`src/rtl/vending_machine_multi.sv`:
```
`default_nettype none
// ============================================================================
// Module   : vending_machine_multi
// Brief    : Multi-product vending controller with writable price table,
//            saturating coin credit, inactivity refund and optional stock
//            tracking (enabled by defining STOCK_TRACK_EN).
// Revision : 1.0 - initial release
// ============================================================================
module vending_machine_multi #(
    parameter int NUM_PRODUCTS = 8,
    parameter int CODE_W       = 3,
    parameter int VALUE_W      = 7,
    parameter int STOCK_W      = 4,
    parameter int INIT_STOCK   = 5,
    parameter int TIMEOUT_CYC  = 255
) (
    input  logic               clk,
    input  logic               rst,
    input  logic               start,
    input  logic [CODE_W-1:0]  product_code,
    input  logic               coin_valid,
    input  logic [VALUE_W-1:0] coin_value,
    input  logic               online_payment,
    input  logic               cancel,
    input  logic               price_we,
    input  logic [CODE_W-1:0]  price_addr,
    input  logic [VALUE_W-1:0] price_data,
    input  logic               restock,
    output logic [3:0]         state,
    output logic               dispense_product,
    output logic [VALUE_W-1:0] return_change,
    output logic [VALUE_W-1:0] product_price,
    output logic               sold_out,
    output logic [VALUE_W-1:0] credit
);

    localparam logic [3:0] c_st_idle     = 4'd0;
    localparam logic [3:0] c_st_select   = 4'd1;
    localparam logic [3:0] c_st_collect  = 4'd2;
    localparam logic [3:0] c_st_dispense = 4'd3;
    localparam logic [3:0] c_st_refund   = 4'd4;

    localparam int                c_tmr_w    = (TIMEOUT_CYC > 1) ? $clog2(TIMEOUT_CYC) : 1;
    localparam logic [c_tmr_w-1:0] c_tmr_last = c_tmr_w'(TIMEOUT_CYC - 1);
    localparam logic [CODE_W:0]   c_num      = (CODE_W + 1)'(NUM_PRODUCTS);

    logic [3:0]         r_state, w_next_state;
    logic [CODE_W-1:0]  r_code;
    logic [VALUE_W-1:0] r_price [NUM_PRODUCTS];
    logic [VALUE_W-1:0] r_credit, r_product_price, r_return_change;
    logic               r_dispense, r_sold_out;
    logic [c_tmr_w-1:0] r_timer;

    logic [VALUE_W:0]   w_sum;
    logic [VALUE_W-1:0] w_next_credit;
    logic               w_code_valid, w_in_stock, w_sel_ok, w_paid, w_timeout;
    logic               w_in_idle;

    logic [VALUE_W-1:0] w_credit_d, w_price_d, w_change_d;
    logic               w_dispense_d, w_sold_out_d;
    logic [c_tmr_w-1:0] w_timer_d;

    assign w_in_idle     = (r_state == c_st_idle);
    assign w_sum         = {1'b0, r_credit} + {1'b0, (coin_valid ? coin_value : {VALUE_W{1'b0}})};
    assign w_next_credit = w_sum[VALUE_W] ? {VALUE_W{1'b1}} : w_sum[VALUE_W-1:0];
    assign w_code_valid  = ({1'b0, r_code} < c_num);
    assign w_paid        = (w_next_credit >= r_product_price);
    assign w_timeout     = (r_timer == c_tmr_last) && !coin_valid;
    assign w_sel_ok      = w_code_valid && w_in_stock;

`ifdef STOCK_TRACK_EN
    logic [STOCK_W-1:0] r_stock [NUM_PRODUCTS];

    assign w_in_stock = w_code_valid && (r_stock[r_code] != '0);

    always_ff @(posedge clk) begin
        if (rst) begin
            for (int i = 0; i < NUM_PRODUCTS; i++) r_stock[i] <= STOCK_W'(INIT_STOCK);
        end else if (w_in_idle && restock) begin
            for (int i = 0; i < NUM_PRODUCTS; i++) r_stock[i] <= STOCK_W'(INIT_STOCK);
        end else if (r_state == c_st_dispense && r_stock[r_code] != '0) begin
            r_stock[r_code] <= r_stock[r_code] - STOCK_W'(1);
        end
    end
`else
    // Without stock storage every valid slot is always available.
    logic w_unused_restock;
    assign w_unused_restock = restock;
    assign w_in_stock       = 1'b1;
`endif

    // State register
    always_ff @(posedge clk) begin
        if (rst) r_state <= c_st_idle;
        else     r_state <= w_next_state;
    end

    // Next-state logic
    always_comb begin
        w_next_state = c_st_idle;
        case (r_state)
            c_st_idle:    w_next_state = (start && !cancel) ? c_st_select : c_st_idle;
            c_st_select:  w_next_state = w_sel_ok ? c_st_collect : c_st_idle;
            c_st_collect: begin
                if (cancel)                      w_next_state = c_st_refund;
                else if (online_payment || w_paid) w_next_state = c_st_dispense;
                else if (w_timeout)              w_next_state = c_st_refund;
                else                             w_next_state = c_st_collect;
            end
            default:      w_next_state = c_st_idle;
        endcase
    end

    // Next values of the registered outputs
    always_comb begin
        w_credit_d   = r_credit;
        w_price_d    = r_product_price;
        w_change_d   = '0;
        w_dispense_d = 1'b0;
        w_sold_out_d = 1'b0;
        w_timer_d    = r_timer;
        case (r_state)
            c_st_select: begin
                if (w_sel_ok) begin
                    w_price_d  = r_price[r_code];
                    w_credit_d = '0;
                    w_timer_d  = '0;
                end else begin
                    w_sold_out_d = 1'b1;
                end
            end
            c_st_collect: begin
                w_credit_d = w_next_credit;
                w_timer_d  = coin_valid ? '0 : r_timer + c_tmr_w'(1);
                if (w_next_state == c_st_dispense) begin
                    w_dispense_d = 1'b1;
                    w_change_d   = online_payment ? w_next_credit : w_next_credit - r_product_price;
                end else if (w_next_state == c_st_refund) begin
                    w_change_d = w_next_credit;
                end
            end
            default: ;
        endcase
        if (w_next_state == c_st_idle) begin
            w_credit_d = '0;
            w_price_d  = '0;
        end
    end

    always_ff @(posedge clk) begin
        if (rst) begin
            r_credit        <= '0;
            r_product_price <= '0;
            r_return_change <= '0;
            r_dispense      <= 1'b0;
            r_sold_out      <= 1'b0;
            r_timer         <= '0;
            r_code          <= '0;
            for (int i = 0; i < NUM_PRODUCTS; i++) r_price[i] <= VALUE_W'(10 * (i + 1));
        end else begin
            r_credit        <= w_credit_d;
            r_product_price <= w_price_d;
            r_return_change <= w_change_d;
            r_dispense      <= w_dispense_d;
            r_sold_out      <= w_sold_out_d;
            r_timer         <= w_timer_d;
            if (w_in_idle && start && !cancel) r_code <= product_code;
            if (w_in_idle && price_we && ({1'b0, price_addr} < c_num))
                r_price[price_addr] <= price_data;
        end
    end

    assign state            = r_state;
    assign dispense_product = r_dispense;
    assign return_change    = r_return_change;
    assign product_price    = r_product_price;
    assign sold_out         = r_sold_out;
    assign credit           = r_credit;

endmodule
`default_nettype wire

```
`config.mk`:
```
export PLATFORM = sky130hd
export DESIGN_NAME = vending_machine_multi
export DESIGN_NICKNAME = d
export VERILOG_FILES = /design/src/rtl/vending_machine_multi.sv
export SDC_FILE = /design/constraint.sdc
export NUM_CORES = 1
export LEC_CHECK = 0
export ABC_AREA = 1
export BUFFER_PORTS_ARGS = -buffer_cell sky130_fd_sc_hd__buf_2
export CORE_MARGIN = 2
export CORE_UTILIZATION = 40
export CTS_CLUSTER_SIZE = 40
export DETAILED_ROUTE_END_ITERATION = 16
export PLACE_DENSITY_LB_ADDON = 0.3
export SYNTH_ARGS = -nofsm -noshare
export SYNTH_HDL_FRONTEND = slang
export SYNTH_SLANG_ARGS = --single-unit
export TNS_END_PERCENT = 20
```
`constraint.sdc`:
```
create_clock -name clk -period 3.76 [get_ports clk]
set_input_delay 0.752 -clock clk [delete_from_list [all_inputs] [get_ports clk]]
set_output_delay 0.752 -clock clk [all_outputs]
set_load 0.02 [all_outputs]
```
==> flow_metrics.env <==
export IMPL_status="complete, no violations"
export IMPL_cts_hold_buffers_added=0
export IMPL_synth_async_reset_ratio_pct=0
export IMPL_final_hold_viol_count=0
export IMPL_synth_yosys_seq_area_share_pct=49.1
export IMPL_avgViaCountPerCell=5.01
export IMPL_setup_total_negative_slack_ns=0
export IMPL_start_util_pct=40.9
export IMPL_cts_clk_slew_worst_paths_ns=0.07
export IMPL_p_leak_nw=2.36
export IMPL_clock_sinks=92
export IMPL_n_antenna_cell=0
export IMPL_power_density_cell_area_nw_per_um2=415
export IMPL_ant_nets=0
export IMPL_final_nets=694
export IMPL_globalRoute_totalOverflow=0
export IMPL_worst_ep_arrival_time_ns=3.56
export IMPL_worstSkewPairLatency_ns=0.35
export IMPL_worst_endpoint_required_ns=4.00
export IMPL_worst_slew_pin_slew_ns=0.919
export IMPL_fp_dieH_um=115
export IMPL_cell_area_placed_um2=5300
export IMPL_clk_root_buffer_cell="sky130_fd_sc_hd__clkbuf_16"
export IMPL_floorplan_io_pins=55
export IMPL_filler_cell_count=1179
export IMPL_grt_antenna_before_repair=0
export IMPL_clock_h_tree_levels=3
export IMPL_grt_max_degree=30
export IMPL_remaining_drc_errors=0
export IMPL_report_final_setup_viol=0
export IMPL_cts_setup_buffers=0
export IMPL_dieArea_um2=13100
export IMPL_grt_total_usage_pct=18.7
export IMPL_tritoncts="done"
export IMPL_postSynthRegisterBits=92
export IMPL_timing_setup_critical_path_class="primary input to register"
export IMPL_grt_pass1_vias=3828
export IMPL_placeableCoreArea_um2=12000
export IMPL_fin_skew_ns=0.00508
export IMPL_final_period_utilization_pct=88.3
export IMPL_maxSlewViolCount=0
export IMPL_yosys_warnings=0
export IMPL_period_needed_ns=3.32
export IMPL_synth_enable_flop_cells=56
export IMPL_wl_mm=11.5
export IMPL_router_iterations_before_antenna_repair=5
export IMPL_mean_syn_cell_area_um2=8.20
export IMPL_grt_first_pass_wirelength_mm=18.8
export IMPL_achievable_frequency_mhz=301
export IMPL_drive_above_1_share_pct=15.8
export IMPL_gpl_final_weighted_congestion=0.861
export IMPL_critPathLaunchType="primary input"
export IMPL_postCtsResizedCells=0
export IMPL_synthesis_area_um2=4900
export IMPL_die_x_um=115
export IMPL_tritoncts_num_buffers=9
export IMPL_stdcell_area_um2=5590
export IMPL_detailroute_via_count=4002
export IMPL_area_growth_pct=14.2
export IMPL_hold_worst_slack_ns=0.497
export IMPL_hold_path_class="register to register"
export IMPL_worstSetupEndpointType="register"
export IMPL_unrepaired_setup_endpoints_after_global_routing="false"
export IMPL_buffer_depth_of_the_longest_clock_path=2
export IMPL_drv_cap=0
export IMPL_timing_critical_path_fanout_max=14
export IMPL_max_slew_margin_rel_pct=38.7
export IMPL_synth_distinct_cells=38
export IMPL_detailed_place_hpwl_mm=8.50
export IMPL_routed_wire_length_per_instance_um=14.5
export IMPL_synthFlopType="sky130_fd_sc_hd__edfxtp_1"
export IMPL_worst_ir_drop_vdd_v=0.000265
export IMPL_num_rows=40
export IMPL_synthCells=597
export IMPL_total_power_mw=2.32
export IMPL_detailedRoute_firstIterationViolations=285
export IMPL_portBuffers=51
power by group:
group	internal, mW	leakage [nW]	total, mW	switching (mW)
clock	0.519	0.142	0.929	0.410
combinational	0.0904	1.42	0.281	0.191
sequential	1.09	0.800	1.11	0.0166
synth_stat cells (2+ instances only):
library cell	count	area (um^2)
sky130_fd_sc_hd__a21oi_1	18	90.1
sky130_fd_sc_hd__a21oi_2	3	26.3
sky130_fd_sc_hd__a22oi_1	6	45.0
sky130_fd_sc_hd__and2_1	2	12.5
sky130_fd_sc_hd__buf_2	7	35.0
sky130_fd_sc_hd__buf_4	4	30.0
sky130_fd_sc_hd__buf_6	3	33.8
sky130_fd_sc_hd__clkbuf_1	7	26.3
sky130_fd_sc_hd__dfxtp_1	36	721
sky130_fd_sc_hd__edfxtp_1	56	1680
sky130_fd_sc_hd__fa_1	2	40.0
sky130_fd_sc_hd__ha_1	16	200
sky130_fd_sc_hd__inv_1	80	300
sky130_fd_sc_hd__nand2_1	112	420
sky130_fd_sc_hd__nand2_2	7	43.8
sky130_fd_sc_hd__nand2_4	2	22.5
sky130_fd_sc_hd__nand3_1	31	155
sky130_fd_sc_hd__nand3b_1	3	22.5
sky130_fd_sc_hd__nand4_1	3	18.8
sky130_fd_sc_hd__nor2_1	109	409
sky130_fd_sc_hd__nor2_2	11	68.8
sky130_fd_sc_hd__nor3_1	4	20.0
sky130_fd_sc_hd__o211ai_1	15	113
sky130_fd_sc_hd__o21ai_0	42	210
sky130_fd_sc_hd__o21ai_1	2	10.0
sky130_fd_sc_hd__xnor2_1	4	35.0
registers in the layout, indices dropped and copies added (netlist names):
signal	flops
r_price	56
r_code	3
credit	7
product_price	7
r_timer	8
state	3
return_change	7
dispense_product	1
stage by stage:
step,setup slack [ns],cells,utilization (%)
after CTS,0.442,799,46.8
after global placement,0.133,784,44.3
after detailed placement,0.0690,784,44.3
final,0.438,799,46.8
after global routing,0.209,799,46.8
after floorplan,0.322,598,-
final cells by class:
class / instances / area [um^2] / share of cell area [%]
Tap cell: 147 / 184 / 3.29
Multi-Input combinational cell: 405 / 2070 / 37.1
Clock inverter: 6 / 72.6 / 1.30
Sequential cell: 92 / 2400 / 43.0
Timing Repair Buffer: 60 / 335 / 6.00
Clock buffer: 9 / 225 / 4.03
Inverter: 80 / 300 / 5.37
cell families (layout without fill, tap and decap cells):
logic type                 after synthesis  count (layout)  synth area share [%]
buffers and inverters                  101             155                  8.69
and+or+nand+nor                        287             287                  24.9
xor gates and xnor gates                 5               5                 0.894
AOI/OAI and AO/OA                       93              93                  11.4
other                                    1               2                0.0766
adders and majority gates               18              18                  4.91
DFF                                     92              92                  49.1
critical path: stages:
cell and delay, ns:
sky130_fd_sc_hd__buf_2 0.17, sky130_fd_sc_hd__nand2_1 0.08, sky130_fd_sc_hd__inv_1 0.04, sky130_fd_sc_hd__ha_1 0.21, sky130_fd_sc_hd__fa_1 0.44, sky130_fd_sc_hd__a21oi_1 0.20, sky130_fd_sc_hd__xor2_1 0.16, sky130_fd_sc_hd__nand2_1 0.13
sky130_fd_sc_hd__ha_1 0.36, sky130_fd_sc_hd__nand2_1 0.11, sky130_fd_sc_hd__inv_1 0.06, sky130_fd_sc_hd__nand2_2 0.06, sky130_fd_sc_hd__nand3_2 0.10, sky130_fd_sc_hd__nand2_2 0.09, sky130_fd_sc_hd__nand2_2 0.06, sky130_fd_sc_hd__nand2_4 0.11
sky130_fd_sc_hd__nand2_4 0.06, sky130_fd_sc_hd__o21ai_4 0.14, sky130_fd_sc_hd__buf_12 0.17, sky130_fd_sc_hd__nor2_1 0.05
worst paths after layout:
check / cells past startpoint / endpoint / start / slack (ns)
worst max-delay path: 20 / credit[6]$_SDFFE_PP0P_ / coin_valid / 0.44
worst min-delay path: 2 / r_timer[7]$_SDFFE_PP0P_ / r_timer[7]$_SDFFE_PP0P_ / 0.50
worst max register to register: 18 / credit[6]$_SDFFE_PP0P_ / credit[4]$_SDFFE_PP0P_ / 0.77
worst min register to register: 2 / r_timer[7]$_SDFFE_PP0P_ / r_timer[7]$_SDFFE_PP0P_ / 0.50
layout by cell type (no fill, tap or decap), types with 9 or more instances in the layout:
cell	instances
sky130_fd_sc_hd__nand2_1	112
sky130_fd_sc_hd__nor2_1	109
sky130_fd_sc_hd__inv_1	80
sky130_fd_sc_hd__edfxtp_1	56
sky130_fd_sc_hd__buf_2	51
sky130_fd_sc_hd__o21ai_0	42
sky130_fd_sc_hd__dfxtp_1	36
sky130_fd_sc_hd__nand3_1	31
sky130_fd_sc_hd__a21oi_1	18
sky130_fd_sc_hd__ha_1	16
sky130_fd_sc_hd__o211ai_1	15
sky130_fd_sc_hd__nor2_2	11
sky130_fd_sc_hd__clkbuf_16	9
routing by layer:
layer	global-route usage, %	vias to the layer above	share of wire (%)
met3	5.19	19	5.5
met1	23.7	1827	45
met5	0	-	0
met2	30.9	103	47
li1	-	2053	-
met4	6.02	0	2.0
No activity file was read; power rests on OpenSTA's default activity.
